$ cat src/rtl/alu_share_arbiter.sv
// alu_share_arbiter
//   Time-shares one combinational ALU between two requesters (port 0: EXE
//   stage, port 1: branch/address helper). One grant per cycle, round-robin
//   between ports when both contend. The ALU result is captured into a
//   per-port response register that holds until that port consumes it.
module alu_share_arbiter #(
   parameter int unsigned WIDTH = 32
) (
   input  logic             CLK,
   input  logic             Reset,

   input  logic             req_valid_0,
   input  logic [2:0]       req_op_0,
   input  logic [WIDTH-1:0] req_a_0,
   input  logic [WIDTH-1:0] req_b_0,
   output logic             req_ready_0,

   input  logic             req_valid_1,
   input  logic [2:0]       req_op_1,
   input  logic [WIDTH-1:0] req_a_1,
   input  logic [WIDTH-1:0] req_b_1,
   output logic             req_ready_1,

   output logic             rsp_valid_0,
   output logic [WIDTH-1:0] rsp_result_0,
   output logic             rsp_zero_0,
   input  logic             rsp_ready_0,

   output logic             rsp_valid_1,
   output logic [WIDTH-1:0] rsp_result_1,
   output logic             rsp_zero_1,
   input  logic             rsp_ready_1,

   output logic [2:0]       alu_op,
   output logic [WIDTH-1:0] alu_a,
   output logic [WIDTH-1:0] alu_b,
   input  logic [WIDTH-1:0] alu_result,
   input  logic             alu_zero,

   output logic             busy
);

   // Round-robin pointer: names the port that wins when both contend.
   typedef enum logic {
      PRIO_P0 = 1'b0,
      PRIO_P1 = 1'b1
   } prio_t;

   prio_t prio;
   prio_t prio_next;

   logic elig_0;
   logic elig_1;
   logic grant_0;
   logic grant_1;

   // A port may issue when its response slot is free or being drained now.
   always_comb begin
      elig_0 = req_valid_0 && (!rsp_valid_0 || rsp_ready_0);
      elig_1 = req_valid_1 && (!rsp_valid_1 || rsp_ready_1);
   end

   // Grant selection; reset suppresses any grant so the operation is dropped.
   always_comb begin
      grant_0 = 1'b0;
      grant_1 = 1'b0;
      if (!Reset) begin
         if (elig_0 && elig_1) begin
            if (prio == PRIO_P0) begin
               grant_0 = 1'b1;
            end else begin
               grant_1 = 1'b1;
            end
         end else begin
            grant_0 = elig_0;
            grant_1 = elig_1;
         end
      end
   end

   // Priority register.
   always_ff @(posedge CLK) begin
      if (Reset) begin
         prio <= PRIO_P0;
      end else begin
         prio <= prio_next;
      end
   end

   // Next priority: after a grant, favour the other port.
   always_comb begin
      prio_next = prio;
      if (grant_0) begin
         prio_next = PRIO_P1;
      end else if (grant_1) begin
         prio_next = PRIO_P0;
      end
   end

   // Handshake and ALU input mux; ALU inputs idle at zero without a grant.
   always_comb begin
      req_ready_0 = grant_0;
      req_ready_1 = grant_1;
      busy        = grant_0 || grant_1;
      alu_op      = '0;
      alu_a       = '0;
      alu_b       = '0;
      if (grant_0) begin
         alu_op = req_op_0;
         alu_a  = req_a_0;
         alu_b  = req_b_0;
      end else if (grant_1) begin
         alu_op = req_op_1;
         alu_a  = req_a_1;
         alu_b  = req_b_1;
      end
   end

   // Port 0 response register: capture on grant, clear when consumed.
   always_ff @(posedge CLK) begin
      if (Reset) begin
         rsp_valid_0  <= 1'b0;
         rsp_result_0 <= '0;
         rsp_zero_0   <= 1'b0;
      end else if (grant_0) begin
         rsp_valid_0  <= 1'b1;
         rsp_result_0 <= alu_result;
         rsp_zero_0   <= alu_zero;
      end else if (rsp_ready_0) begin
         rsp_valid_0  <= 1'b0;
      end
   end

   // Port 1 response register: capture on grant, clear when consumed.
   always_ff @(posedge CLK) begin
      if (Reset) begin
         rsp_valid_1  <= 1'b0;
         rsp_result_1 <= '0;
         rsp_zero_1   <= 1'b0;
      end else if (grant_1) begin
         rsp_valid_1  <= 1'b1;
         rsp_result_1 <= alu_result;
         rsp_zero_1   <= alu_zero;
      end else if (rsp_ready_1) begin
         rsp_valid_1  <= 1'b0;
      end
   end

endmodule

$ cat config.mk
export PLATFORM = sky130hd
export DESIGN_NAME = alu_share_arbiter
export DESIGN_NICKNAME = d
export VERILOG_FILES = /design/src/rtl/alu_share_arbiter.sv
export SDC_FILE = /design/constraint.sdc
export NUM_CORES = 1
export LEC_CHECK = 0
export CAP_MARGIN = 20
export CORE_AREA = 2 2 119 121
export CTS_CLUSTER_SIZE = 12
export DETAILED_ROUTE_END_ITERATION = 16
export DIE_AREA = 0 0 121 123
export DONT_BUFFER_PORTS = 1
export GPL_TIMING_DRIVEN = 1
export PLACE_DENSITY_LB_ADDON = 0.15
export REMOVE_ABC_BUFFERS = 1
export SETUP_SLACK_MARGIN = 0.5
export SLEW_MARGIN = 20
export SYNTH_ARGS = -nofsm -noshare
export SYNTH_HDL_FRONTEND = slang
export SYNTH_SLANG_ARGS = --single-unit
$ cat constraint.sdc
create_clock -name CLK -period 1.6 [get_ports CLK]
set_input_delay 0 -clock CLK [delete_from_list [all_inputs] [get_ports CLK]]
set_output_delay 0 -clock CLK [all_outputs]
set_load 0.01 [all_outputs]
==> results.yml <==
detailed_routing:
  routed_wire_length_per_instance_um: 21.4
  via_count: 4337
  initial_drc_count: 121
  routed_wirelength_um: 17900
  drcViolationCount: 0
  routed_via_density: 5.19
  drt.antenna.violating_nets: 0
  firstDrtPassIters: 4
place:
  hpwlAfterDp_um: 10400
  gp_routability_congestion: 0.735
  pre_cts_ws_ps: 21.7
  numPortBuffers: 0
pwr:
  power.share.sequential: 0.337
  p_per_area_nw_per_um2: 758
  worst_ir_drop_vdd_mv: 0.563
  p_sw_w: 0.00174
  leakage_power_nw: 3.14
  share_comb_of_total_power: 0.327
  power.switching_fraction: 0.293
  internal-power_w: 0.00420
  power.clock.fraction: 0.336
global_route:
  grt_pass1_wl_um: 25400
  grt_use_met1: 0.250
  gr-usage-all-layers: 0.224
  gr_met3_demand_resource: 0.0618
  gr-total-overflow: 0
  grt-busiest-layer: "met2"
  grt_antenna_before_repair: 0
  grt_start_max_net_pins: 169
  grt_pass1_vias: 4391
  met2_usage: 0.401
setup_path:
  startpoint_type: "register"
  crit_path_max_fanout: 10
  worstSetupPathType: "reg -> out"
  worstPathRequired_ps: 1600
  cp-end-kind: "output pin"
  cp.arrival_ps: 1720
hold_path:
  min_path_type: "in -> reg"
timing:
  period_share: 1.07
  timing_hold_violations_final: 0
  max_clock_freq_ghz: 0.582
  rsz_0062_raised_after_global_routing: "true"
  layout_min_cycle_time_ps: 1720
  setup-violations-final: 72
  tightest_slew_ps: 359
  timing.clock.skew_ps: 6.53
  max_transition_viols_final: 0
  fin_tns_setup_ps: -5320
  post-route-worst-setup-slack_ps: -119
  worst_case_headroom_to_the_max_slew_limit: 0.759
final_layout:
  layout-area-overhead-vs-synth_pct: 77.7
  insertedDiodeCount: 0
  final_layout_size_suffix_gt1_frac: 0.336
  fillers: 1099
  final_core_utilization: 0.576
  final_net_count: 824
synthesis:
  synthCells: 504
  synth.most_common_cell: "nand2b_1"
  synth-edff-count: 0
  largest_area_contributor_in_the_netlist: "dfxtp_1"
  synth_area_per_cell_um2: 8.75
  ys_seq_elements: 69
  netlist_top_cells_count: "nand2b_1, dfxtp_1, inv_1"
  synth_sequential_area_ratio: 0.313
  proportion_of_register_bits_with_asynchronous_set_or_reset_after_synthesis: 0
  ys_types: 19
  yosys_warnings: 0
  synth_top_flop_cell: "dfxtp_1"
  synthesis.area_um2: 4410
  yosys.area.top_type_share: 0.313
  ys_top_cells_by_area: "dfxtp_1, nand2b_1, mux2i_1, o32ai_1, inv_1"
outcome:
  run_status: "finished, violations left"
  violations: "setup timing"
cts:
  clock-sinks: 69
  cts_buffer_depth: 2
  cts_tree: "yes"
  ctsRootBufferMaster: "clkbuf_16"
  worst_skew_pair.late_latency_ps: 340
  cts_made_buffers: 9
  h-tree-depth: 3
  clk_pin_slew_worst_paths_ps: 60
floorplanning:
  die_width_um: 121
  top_level_ports: 311
  core.rowCount: 43
  design.core.area_um2: 13600
  fp.dieArea_um2: 14900
  die_h_um: 123
  initial_core_util: 0.324
run:
  max_cap_viol_count: 0
-- registers in the layout (all words and copies together) (netlist names) --
name and flops:
rsp_result_0 32, rsp_valid_1 1, rsp_result_1 32, prio 1, rsp_zero_0 1, rsp_zero_1 1, rsp_valid_0 1
-- power by group through the flow --
stage	combinational [W]	clock, W	sequential (W)
after floorplan	0.000631	0	0.00200
after global placement	0.000966	0	0.00203
after detailed placement	0.000984	0	0.00203
after CTS	0.00176	0.00203	0.00200
after global routing	0.00205	0.00211	0.00201
final	0.00194	0.00200	0.00200
-- cells by family (layout without fill, tap and decap cells) --
| family | count (synthesis) | after routing | synth area share |
|---|---|---|---|
| AND/OR/NAND/NOR | 176 | 176 | 0.247 |
| buffers and inverters | 116 | 266 | 0.127 |
| flip-flops | 69 | 69 | 0.313 |
| AO/OA/AOI/OAI | 77 | 78 | 0.163 |
| multiplexers | 66 | 66 | 0.150 |
-- cells in the final DEF, fill, tap and decap left out, types with 2 or more instances in the layout --
cell           Yosys  final
dlygate4sd3_1      0     64
clkinvlp_4         0      3
buf_6             15     37
a21oi_1            3      3
o32ai_2            7     28
nor2b_4            0      2
dfxtp_1           69     66
o211ai_4           0      3
buf_16             0     12
clkbuf_16          0     11
nand2b_1         170    167
buf_4              1     49
o32ai_4            0     39
o211a_4            0      2
inv_1             68     68
buf_8              0      4
nand2b_4           0      3
nor2_4             0      3
buf_12             0     14
dfxtp_2            0      2
mux2i_1           66     66
-- per-layer routing --
metal	vias up	share of wire	wire length (µm)
met5	-	0	0
met4	0	0.030	544
met3	35	0.069	1240
met2	215	0.52	9350
met1	2074	0.38	6740
li1	2013	-	-
-- stage by stage --
| stage | instance area, µm² | hold slack, ps | power (W) | cells |
|---|---|---|---|---|
| global placement | 4960 | 89.4 | 0.00300 | 708 |
| global route | 7840 | 49.5 | 0.00617 | 835 |
| finish | 7840 | 44.8 | 0.00594 | 835 |
| CTS | 7430 | -28.2 | 0.00580 | 822 |
| floorplan | 4110 | 47.5 | 0.00263 | 456 |
| detailed placement | 4960 | 83.4 | 0.00302 | 708 |
-- worst max-delay path: stages (launching register included) --
cell,delay [ps]
dfxtp_2,330
nor2b_4,170
o211ai_4,150
buf_12,180
buf_16,150
o32ai_2,240
buf_4,170
-- cell type report --
type,instances,area (µm²),area share
Sequential cell,69,1390,0.177
Tap cell,180,225,0.0287
Inverter,68,255,0.0326
Clock inverter,5,61.3,0.00782
Timing Repair Buffer,183,2180,0.278
Multi-Input combinational cell,320,3490,0.445
Clock buffer,10,239,0.0305
-- path summary, 6_finish.rpt --
check,startpoint,end,slack (ps),cells after the start
setup / recovery,rsp_valid_1,alu_a[23],-120,6
hold / removal,req_valid_0,prio,40,4
setup reg to reg,prio,rsp_result_0[26],-80,8
hold reg to reg,prio,prio,510,2
-- timing repair --
action	in CTS	in global routing
pin swaps	36	9
setup buffers	20	11
resized for setup	150	41
setup endpoints to repair	137	138
cloned	14	2
hold buffers	65	0
endpoints found under the hold margin	69	0
Power figures use the tool's default switching activity.
